**config.mk**
```make
export PLATFORM = sky130hd
export DESIGN_NAME = multicycle_control
export DESIGN_NICKNAME = d
export VERILOG_FILES = /design/src/rtl/mips_ctrl_pkg.sv /design/src/rtl/mc_opcode_decode.sv /design/src/rtl/multicycle_control.sv
export SDC_FILE = /design/constraint.sdc
export NUM_CORES = 1
export LEC_CHECK = 0
export BUFFER_PORTS_ARGS = -buffer_cell sky130_fd_sc_hd__buf_2
export CAP_MARGIN = 5
export CORE_AREA = 2 2 67 69
export DETAILED_ROUTE_END_ITERATION = 16
export DIE_AREA = 0 0 69 71
export HOLD_SLACK_MARGIN = 0.06
export PLACE_DENSITY = 0.74
export SYNTH_ARGS = -nofsm -noshare
export SYNTH_HDL_FRONTEND = slang
export SYNTH_SLANG_ARGS = --single-unit
```
**constraint.sdc**
```tcl
create_clock -name clk -period 1.96 [get_ports clk]
set_input_delay 0.098 -clock clk [delete_from_list [all_inputs] [get_ports clk]]
set_output_delay 0.098 -clock clk [all_outputs]
set_load 0.05 [all_outputs]
```
**src/rtl/mips_ctrl_pkg.sv**
```systemverilog
// Shared constants for the multi-cycle MIPS control path: opcodes, FSM state
// encoding, datapath mux encodings and the one-hot instruction class type.
package mips_ctrl_pkg;

    localparam logic [5:0] OP_RTYPE = 6'b000000;
    localparam logic [5:0] OP_LW    = 6'b100011;
    localparam logic [5:0] OP_SW    = 6'b101011;
    localparam logic [5:0] OP_BEQ   = 6'b000100;
    localparam logic [5:0] OP_ADDI  = 6'b001000;
    localparam logic [5:0] OP_J     = 6'b000010;

    // Encodings 13..15 are never entered; the FSM recovers from them via IDLE.
    typedef enum logic [3:0] {
        ST_IDLE     = 4'd0,
        ST_FETCH    = 4'd1,
        ST_DECODE   = 4'd2,
        ST_MEM_ADDR = 4'd3,
        ST_MEM_RD   = 4'd4,
        ST_MEM_WB   = 4'd5,
        ST_MEM_WR   = 4'd6,
        ST_EXEC     = 4'd7,
        ST_ALU_WB   = 4'd8,
        ST_BRANCH   = 4'd9,
        ST_ADDI_EX  = 4'd10,
        ST_ADDI_WB  = 4'd11,
        ST_JUMP     = 4'd12
    } state_t;

    localparam logic [1:0] ALUOP_ADD   = 2'b00;
    localparam logic [1:0] ALUOP_SUB   = 2'b01;
    localparam logic [1:0] ALUOP_FUNCT = 2'b10;

    localparam logic [1:0] SRCB_REG     = 2'b00;
    localparam logic [1:0] SRCB_FOUR    = 2'b01;
    localparam logic [1:0] SRCB_IMM     = 2'b10;
    localparam logic [1:0] SRCB_IMM_SH2 = 2'b11;

    localparam logic [1:0] PCSRC_ALU    = 2'b00;
    localparam logic [1:0] PCSRC_ALUOUT = 2'b01;
    localparam logic [1:0] PCSRC_JUMP   = 2'b10;

    typedef struct packed {
        logic rtype;
        logic lw;
        logic sw;
        logic beq;
        logic addi;
        logic jump;
    } instr_class_t;

endpackage

```
**src/rtl/mc_opcode_decode.sv**
```systemverilog
// Combinational opcode classifier: turns the IR opcode field into a one-hot
// instruction class, honouring the optional ADDI/J support, and flags anything
// it does not recognise as illegal.
module mc_opcode_decode
    import mips_ctrl_pkg::*;
#(
    parameter int OPCODE_W    = 6,
    parameter int ENABLE_ADDI = 1,
    parameter int ENABLE_JUMP = 1
) (
    input  logic [OPCODE_W-1:0] opcode,
    output instr_class_t        instr_class,
    output logic                illegal
);

    // Match each supported opcode; disabled optional opcodes fall through to illegal.
    always_comb begin
        instr_class       = '0;
        instr_class.rtype = (opcode == OPCODE_W'(OP_RTYPE));
        instr_class.lw    = (opcode == OPCODE_W'(OP_LW));
        instr_class.sw    = (opcode == OPCODE_W'(OP_SW));
        instr_class.beq   = (opcode == OPCODE_W'(OP_BEQ));
        instr_class.addi  = (ENABLE_ADDI != 0) && (opcode == OPCODE_W'(OP_ADDI));
        instr_class.jump  = (ENABLE_JUMP != 0) && (opcode == OPCODE_W'(OP_J));
        illegal           = (instr_class == '0);
    end

endmodule

```
**src/rtl/multicycle_control.sv**
```systemverilog
// Multi-cycle MIPS main control: sequences each instruction through 3-5 states
// and drives the shared-datapath control lines, with a memory ready handshake,
// a fetch hold, an illegal-opcode pulse and a retired-instruction counter.
module multicycle_control
    import mips_ctrl_pkg::*;
#(
    parameter int OPCODE_W    = 6,
    parameter int ALUOP_W     = 2,
    parameter int ENABLE_ADDI = 1,
    parameter int ENABLE_JUMP = 1,
    parameter int CNT_W       = 32
) (
    input  logic                clk,
    input  logic                rst_n,
    input  logic [OPCODE_W-1:0] opcode,
    input  logic                mem_ready,
    input  logic                hold,
    output logic                PCWrite,
    output logic                PCWriteCond,
    output logic                IorD,
    output logic                MemRead,
    output logic                MemWrite,
    output logic                IRWrite,
    output logic                MemtoReg,
    output logic                RegWrite,
    output logic                RegDst,
    output logic                ALUSrcA,
    output logic [1:0]          ALUSrcB,
    output logic [1:0]          PCSource,
    output logic [ALUOP_W-1:0]  ALUOp,
    output logic                illegal_op,
    output logic [CNT_W-1:0]    retired,
    output logic [3:0]          state_o
);

    state_t       state;
    state_t       state_next;
    logic         retire_now;
    logic         is_load;
    instr_class_t dec_class;
    logic         dec_illegal;

    mc_opcode_decode #(
        .OPCODE_W    (OPCODE_W),
        .ENABLE_ADDI (ENABLE_ADDI),
        .ENABLE_JUMP (ENABLE_JUMP)
    ) u_decode (
        .opcode      (opcode),
        .instr_class (dec_class),
        .illegal     (dec_illegal)
    );

    // Next-state selection; retire_now marks the edge that leaves a final state.
    always_comb begin
        state_next = ST_IDLE;
        retire_now = 1'b0;
        case (state)
            ST_IDLE:     state_next = ST_FETCH;
            ST_FETCH:    state_next = (!hold && mem_ready) ? ST_DECODE : ST_FETCH;
            ST_DECODE: begin
                if (dec_class.rtype)                  state_next = ST_EXEC;
                else if (dec_class.lw || dec_class.sw) state_next = ST_MEM_ADDR;
                else if (dec_class.beq)               state_next = ST_BRANCH;
                else if (dec_class.addi)              state_next = ST_ADDI_EX;
                else if (dec_class.jump)              state_next = ST_JUMP;
                else                                  state_next = ST_FETCH;
            end
            ST_MEM_ADDR: state_next = is_load ? ST_MEM_RD : ST_MEM_WR;
            ST_MEM_RD:   state_next = mem_ready ? ST_MEM_WB : ST_MEM_RD;
            ST_MEM_WR: begin
                state_next = mem_ready ? ST_FETCH : ST_MEM_WR;
                retire_now = mem_ready;
            end
            ST_EXEC:     state_next = ST_ALU_WB;
            ST_ADDI_EX:  state_next = ST_ADDI_WB;
            ST_MEM_WB, ST_ALU_WB, ST_BRANCH, ST_ADDI_WB, ST_JUMP: begin
                state_next = ST_FETCH;
                retire_now = 1'b1;
            end
            default:     state_next = ST_IDLE;
        endcase
    end

    // State register, load/store direction captured in DECODE, and retire counter.
    always_ff @(posedge clk or negedge rst_n) begin
        if (!rst_n) begin
            state   <= ST_IDLE;
            is_load <= 1'b0;
            retired <= '0;
        end else begin
            state <= state_next;
            if (state == ST_DECODE) begin
                is_load <= dec_class.lw;
            end
            if (retire_now) begin
                retired <= retired + CNT_W'(1);
            end
        end
    end

    // Control lines decoded from the current state; fetch also looks at hold/mem_ready.
    always_comb begin
        PCWrite     = 1'b0;
        PCWriteCond = 1'b0;
        IorD        = 1'b0;
        MemRead     = 1'b0;
        MemWrite    = 1'b0;
        IRWrite     = 1'b0;
        MemtoReg    = 1'b0;
        RegWrite    = 1'b0;
        RegDst      = 1'b0;
        ALUSrcA     = 1'b0;
        ALUSrcB     = SRCB_REG;
        PCSource    = PCSRC_ALU;
        ALUOp       = ALUOP_W'(ALUOP_ADD);
        illegal_op  = 1'b0;
        case (state)
            ST_FETCH: begin
                if (!hold) begin
                    MemRead = 1'b1;
                    ALUSrcB = SRCB_FOUR;
                    IRWrite = mem_ready;
                    PCWrite = mem_ready;
                end
            end
            ST_DECODE: begin
                ALUSrcB    = SRCB_IMM_SH2;
                illegal_op = dec_illegal;
            end
            ST_MEM_ADDR, ST_ADDI_EX: begin
                ALUSrcA = 1'b1;
                ALUSrcB = SRCB_IMM;
            end
            ST_MEM_RD: begin
                MemRead = 1'b1;
                IorD    = 1'b1;
            end
            ST_MEM_WB: begin
                RegWrite = 1'b1;
                MemtoReg = 1'b1;
            end
            ST_MEM_WR: begin
                MemWrite = 1'b1;
                IorD     = 1'b1;
            end
            ST_EXEC: begin
                ALUSrcA = 1'b1;
                ALUOp   = ALUOP_W'(ALUOP_FUNCT);
            end
            ST_ALU_WB: begin
                RegWrite = 1'b1;
                RegDst   = 1'b1;
            end
            ST_BRANCH: begin
                ALUSrcA     = 1'b1;
                ALUOp       = ALUOP_W'(ALUOP_SUB);
                PCWriteCond = 1'b1;
                PCSource    = PCSRC_ALUOUT;
            end
            ST_ADDI_WB: RegWrite = 1'b1;
            ST_JUMP: begin
                PCWrite  = 1'b1;
                PCSource = PCSRC_JUMP;
            end
            default: ;
        endcase
        state_o = state;
    end

endmodule

```
# == Word level (Yosys, flattened, before mapping) ==
# Index checks and enable logic that the tools add are counted.
# Widths: inputs -> output; s select.
# word_totals
reg_bits,37
input_bits,10
output_inout_bits,53
# op_classes
addsub,1
eq_ne,17
muxes,28
n_reduce_logical,12
# ops
op,count
$add 32x1->32 const B,1
$pmux 4 s8,1
$eq 4x4->1 const B,5
$mux 4,5
$eq 4x3->1 const B,4
$mux 1,13
$eq 6x6->1 const B,2
$logic_not 6->1,2
$eq 4x2->1 const B,2
$pmux 2 s2,2
$eq 6x2->1 const B,1
$eq 6x3->1 const B,1
$eq 6x4->1 const B,1
$pmux 1 s2,3
$pmux 2 s3,1
$reduce_or 6->1,1
$reduce_or 5->1,1
$eq 4x1->1 const B,1
$logic_not 4->1,1
$mux 2,2
$reduce_or 2->1,2
$reduce_or 4->1,1
$mux 3,1
$reduce_or 3->1,1
other kinds (3),3

# == Logic depth before layout (Yosys ltp) ==
# depth
word_depth,7
depth_mapped,6
depth_no_buf,5

# == By module ==
# A second synthesis with hierarchy kept.
# hier_totals
cells_unflattened,219
area_unflattened_um2,2089.5
# modules_own_cells
module,instances,cells_each,area_per_inst_um2,seq_area_each_um2
multicycle_control,1,206,1991.9,925.9
mc_opcode_decode,1,13,97.6,0.0

# == Least setup slack after synthesis ==
# OpenSTA, ideal clock, no wires.
# synth_timing
path_type,register to output
startpoint,"register state[3], in the netlist state_o[3]"
endpoint,output port PCWrite
t_arrival_ns,2.750
required_time_ns,1.862
setup_slack_ns,-0.888
stages_incl_launch_ff,4
path_buffers,1
cell_sequence,dfrtp_1 -> clkbuf_1 -> nor3b_1 -> or2_1
# synth_between
elab_chain_cells,2
elab_cells_between_ends,3
classes_between,2 x eq/ne; 1 x mux
# synth_rtl
element,line_no,source
from (decl),multicycle_control.sv:36,state_t state;
from (signal assigned),multicycle_control.sv:91,state <= state_next;
$eq 4x4->1 or $eq 4x1->1 (tied branches),multicycle_control.sv:117,case (state)
$pmux 1 s2 (*),multicycle_control.sv:117,
to (decl),multicycle_control.sv:18,"output logic PCWrite,"
# Mark *: on every way between the ends. The rest lies on a longest branch, timed or not.

# == Final worst setup path ==
# Same ends and word-level chain as after synthesis.

==> flow_summary.json <==
{
  "status": "complete, no violations",
  "clock_latency_ns": 0.29,
  "p_clk_share_pct": 21.6,
  "end_kind": "output port",
  "vias_per_cell": 5.260,
  "p_int_mw": 1.774,
  "crit_type": "reg -> out",
  "async_flop_share_pct": 100.0,
  "drt_iter0_markers": 85,
  "wl_met1_um": 2118,
  "start_util_pct": 48.69,
  "synth_edf_count": 0,
  "clock_sinks": 37,
  "synth_top_area_share_pct": 45.23,
  "finalMaxSlewViolations": 0,
  "gp_congestion": 0.8252,
  "drc": 0,
  "p_comb_share_pct": 48.2,
  "sw_frac_of_total_pct": 43.85,
  "fp.dieW_um": 69,
  "syn-num-nets": 209,
  "power_mw": 3.160,
  "rows": 24,
  "drtPass1Iterations": 4,
  "synthFlopType": "dfrtp_1",
  "grtUsageTotal_pct": 19.79,
  "final.min_clock_period_ns": 1.918,
  "clock-root-buffer": "clkbuf_8",
  "placed_area_um2": 2515,
  "synth.area.top_cells": "dfrtp_1, xnor2_1, nand3_1, nand2_1, and3_1",
  "synth_common_cells": "dfrtp_1, xnor2_1, nand2_1",
  "grt_setup_unrepaired": "true",
  "wl_um": 4662,
  "wire_per_inst_um": 13.75,
  "dr_wl_met3_um": 201,
  "coreArea_um2": 4204,
  "dr_wl_met2_um": 2286,
  "p_sw_mw": 1.385,
  "max_cap_violations": 0,
  "grt_pass1_wl_um": 7852,
  "yosysMostFrequentCell": "dfrtp_1",
  "first_global_vias": 1709,
  "irDropWorstVdd_v": 0.0008174,
  "drive_gt1_share_pct": 42.51,
  "yosysUniqueCellTypes": 42,
  "fillers": 345,
  "synth_seq_cells": 37,
  "finClkSkew_ns": 0.008768,
  "area_growth_pct": 35.88,
  "ys_seq_area_share_pct": 45.23,
  "leakagePower_nw": 1.350,
  "cp_max_fo": 3,
  "dieArea_um2": 4899,
  "htreeDepth": 2,
  "setup_viol": 0,
  "layout.nets": 297,
  "yosysWarnings": 0,
  "vias": 1783,
  "chipHeight_um": 71,
  "fin_util_pct": 66.16,
  "syn_area_um2": 2047,
  "pre_cts_ws_ns": 0.06087,
  "cts_tree": "done",
  "power_density_nw_per_um2": 1136,
  "ios": 63,
  "synth_top_cell_by_area": "dfrtp_1",
  "syn_inst": 198,
  "worst_pin_slew_ns": 0.8032,
  "dp_hpwl_um": 3342,
  "worstPathArrival_ns": 1.82,
  "ant_nets": 0,
  "avgSynthCellArea_um2": 10.34,
  "hold_viol": 0,
  "setup_ws_ns": 0.04205,
  "seq_power_share_pct": 30.2,
  "grt-ovfl-total": 0,
  "crit_path_start_kind": "register",
  "clockBufferDepth": 2,
  "crit_required_ns": 1.86,
  "cts_buffers": 5,
  "antenna_cells": 0,
  "slew_headroom_pct": 46.46,
  "grt_start_max_net_pins": 38,
  "finalCritPeriodShare_pct": 97.85,
  "design_area_um2": 2781,
  "antenna_found_initial": 0,
  "holdWs_ns": 0.1163,
  "max_freq_mhz": 521.4,
  "port_buffers": 62,
  "clk_pin_slew_worst_paths_ns": 0.08,
  "maxUsedRoutingLayer": "met4",
  "hp-class": "in -> reg"
}
[placed cells by master (no fill, tap or decap), types with 3 or more instances in the layout]
| cell | count |
|---|---|
| xnor2_1 | 28 |
| and4_1 | 4 |
| buf_2 | 61 |
| buf_4 | 23 |
| xor2_1 | 4 |
| dfrtp_2 | 4 |
| o211ai_1 | 3 |
| inv_1 | 5 |
| nand3_1 | 14 |
| clkbuf_8 | 6 |
| and3_1 | 9 |
| dfrtp_1 | 33 |
| nand4_1 | 7 |
| nand2b_1 | 4 |
| o21ai_0 | 7 |
| nand2_1 | 19 |
| nor3_1 | 3 |
| buf_6 | 3 |
| nor2_1 | 6 |
[per-stage QoR]
stage / setup TNS, ns / cells
after floorplan: -3.135 / 198
after global placement: 0 / 318
after detailed placement: 0 / 318
after CTS: -0.01421 / 331
after global routing: -0.07986 / 339
final: 0 / 339
[layer usage]
layer	global-route usage, %	vias up
li1	-	881
met1	25.95	857
met2	32.59	38
met3	4.701	7
met4	6.536	0
met5	0	-
[sequential cells by signal, summed over array words and instances (netlist names)]
signal,count
is_load,1
state_o,4
retired,32
[critical path: stages, from the launching register on]
cell and delay (ns):
dfrtp_2 0.43, or2_4 0.24, or4b_4 0.53, clkinvlp_4 0.09, or2_4 0.11, buf_8 0.13
[power by group through the flow]
stage | clock (mW) | sequential, mW | combinational [mW]
floorplan | 0 | 1.22 | 0.803
global placement | 0 | 0.971 | 1.40
detailed placement | 0 | 0.976 | 1.41
CTS | 0.696 | 0.950 | 1.48
global route | 0.728 | 0.974 | 1.62
finish | 0.683 | 0.954 | 1.52
[path summary, 6_finish.rpt]
kind	start	to	slack [ns]	cells past startpoint
setup / recovery	state_o[3]	PCWrite	0.04	5
min in group asynchronous	rst_n	retired[31]	0.43	2
hold / removal	opcode[1]	is_load	0.12	3
hold reg to reg	retired[31]	retired[31]	0.48	1
max in group asynchronous	rst_n	state_o[3]	0.97	2
setup reg to reg	state_o[3]	retired[27]	0.07	7
[repair_timing]
item                       in CTS  in global routing
gates resized for setup         6                  8
hold endpoints to repair       37                  0
setup buffers                   4                  7
pin swaps                       1                  6
setup endpoints to repair       3                 14
hold buffers                    1                  0
cloned                          0                  1
[cells by family after synthesis]
logic type	after synthesis	share of synthesized area [%]
AOI/OAI and AO/OA	27	11.98
xor gates and xnor gates	33	14.12
adders and majority gates	2	1.100
buffers and inverters	14	3.361
DFF	37	45.23
muxes	3	1.589
and+or+nand+nor	82	22.62
[final cells by class]
class | instances | area (µm²) | area share [%]
sequential | 37 | 930.9 | 33.47
inverter | 6 | 26.28 | 0.9447
clock buffer | 7 | 86.33 | 3.104
clock inverter | 1 | 30.03 | 1.080
tap | 52 | 65.06 | 2.339
multi-input combinational | 147 | 1106 | 39.77
timing repair buffer | 89 | 536.8 | 19.30
Note: power is estimated with default switching activity, not from simulation.
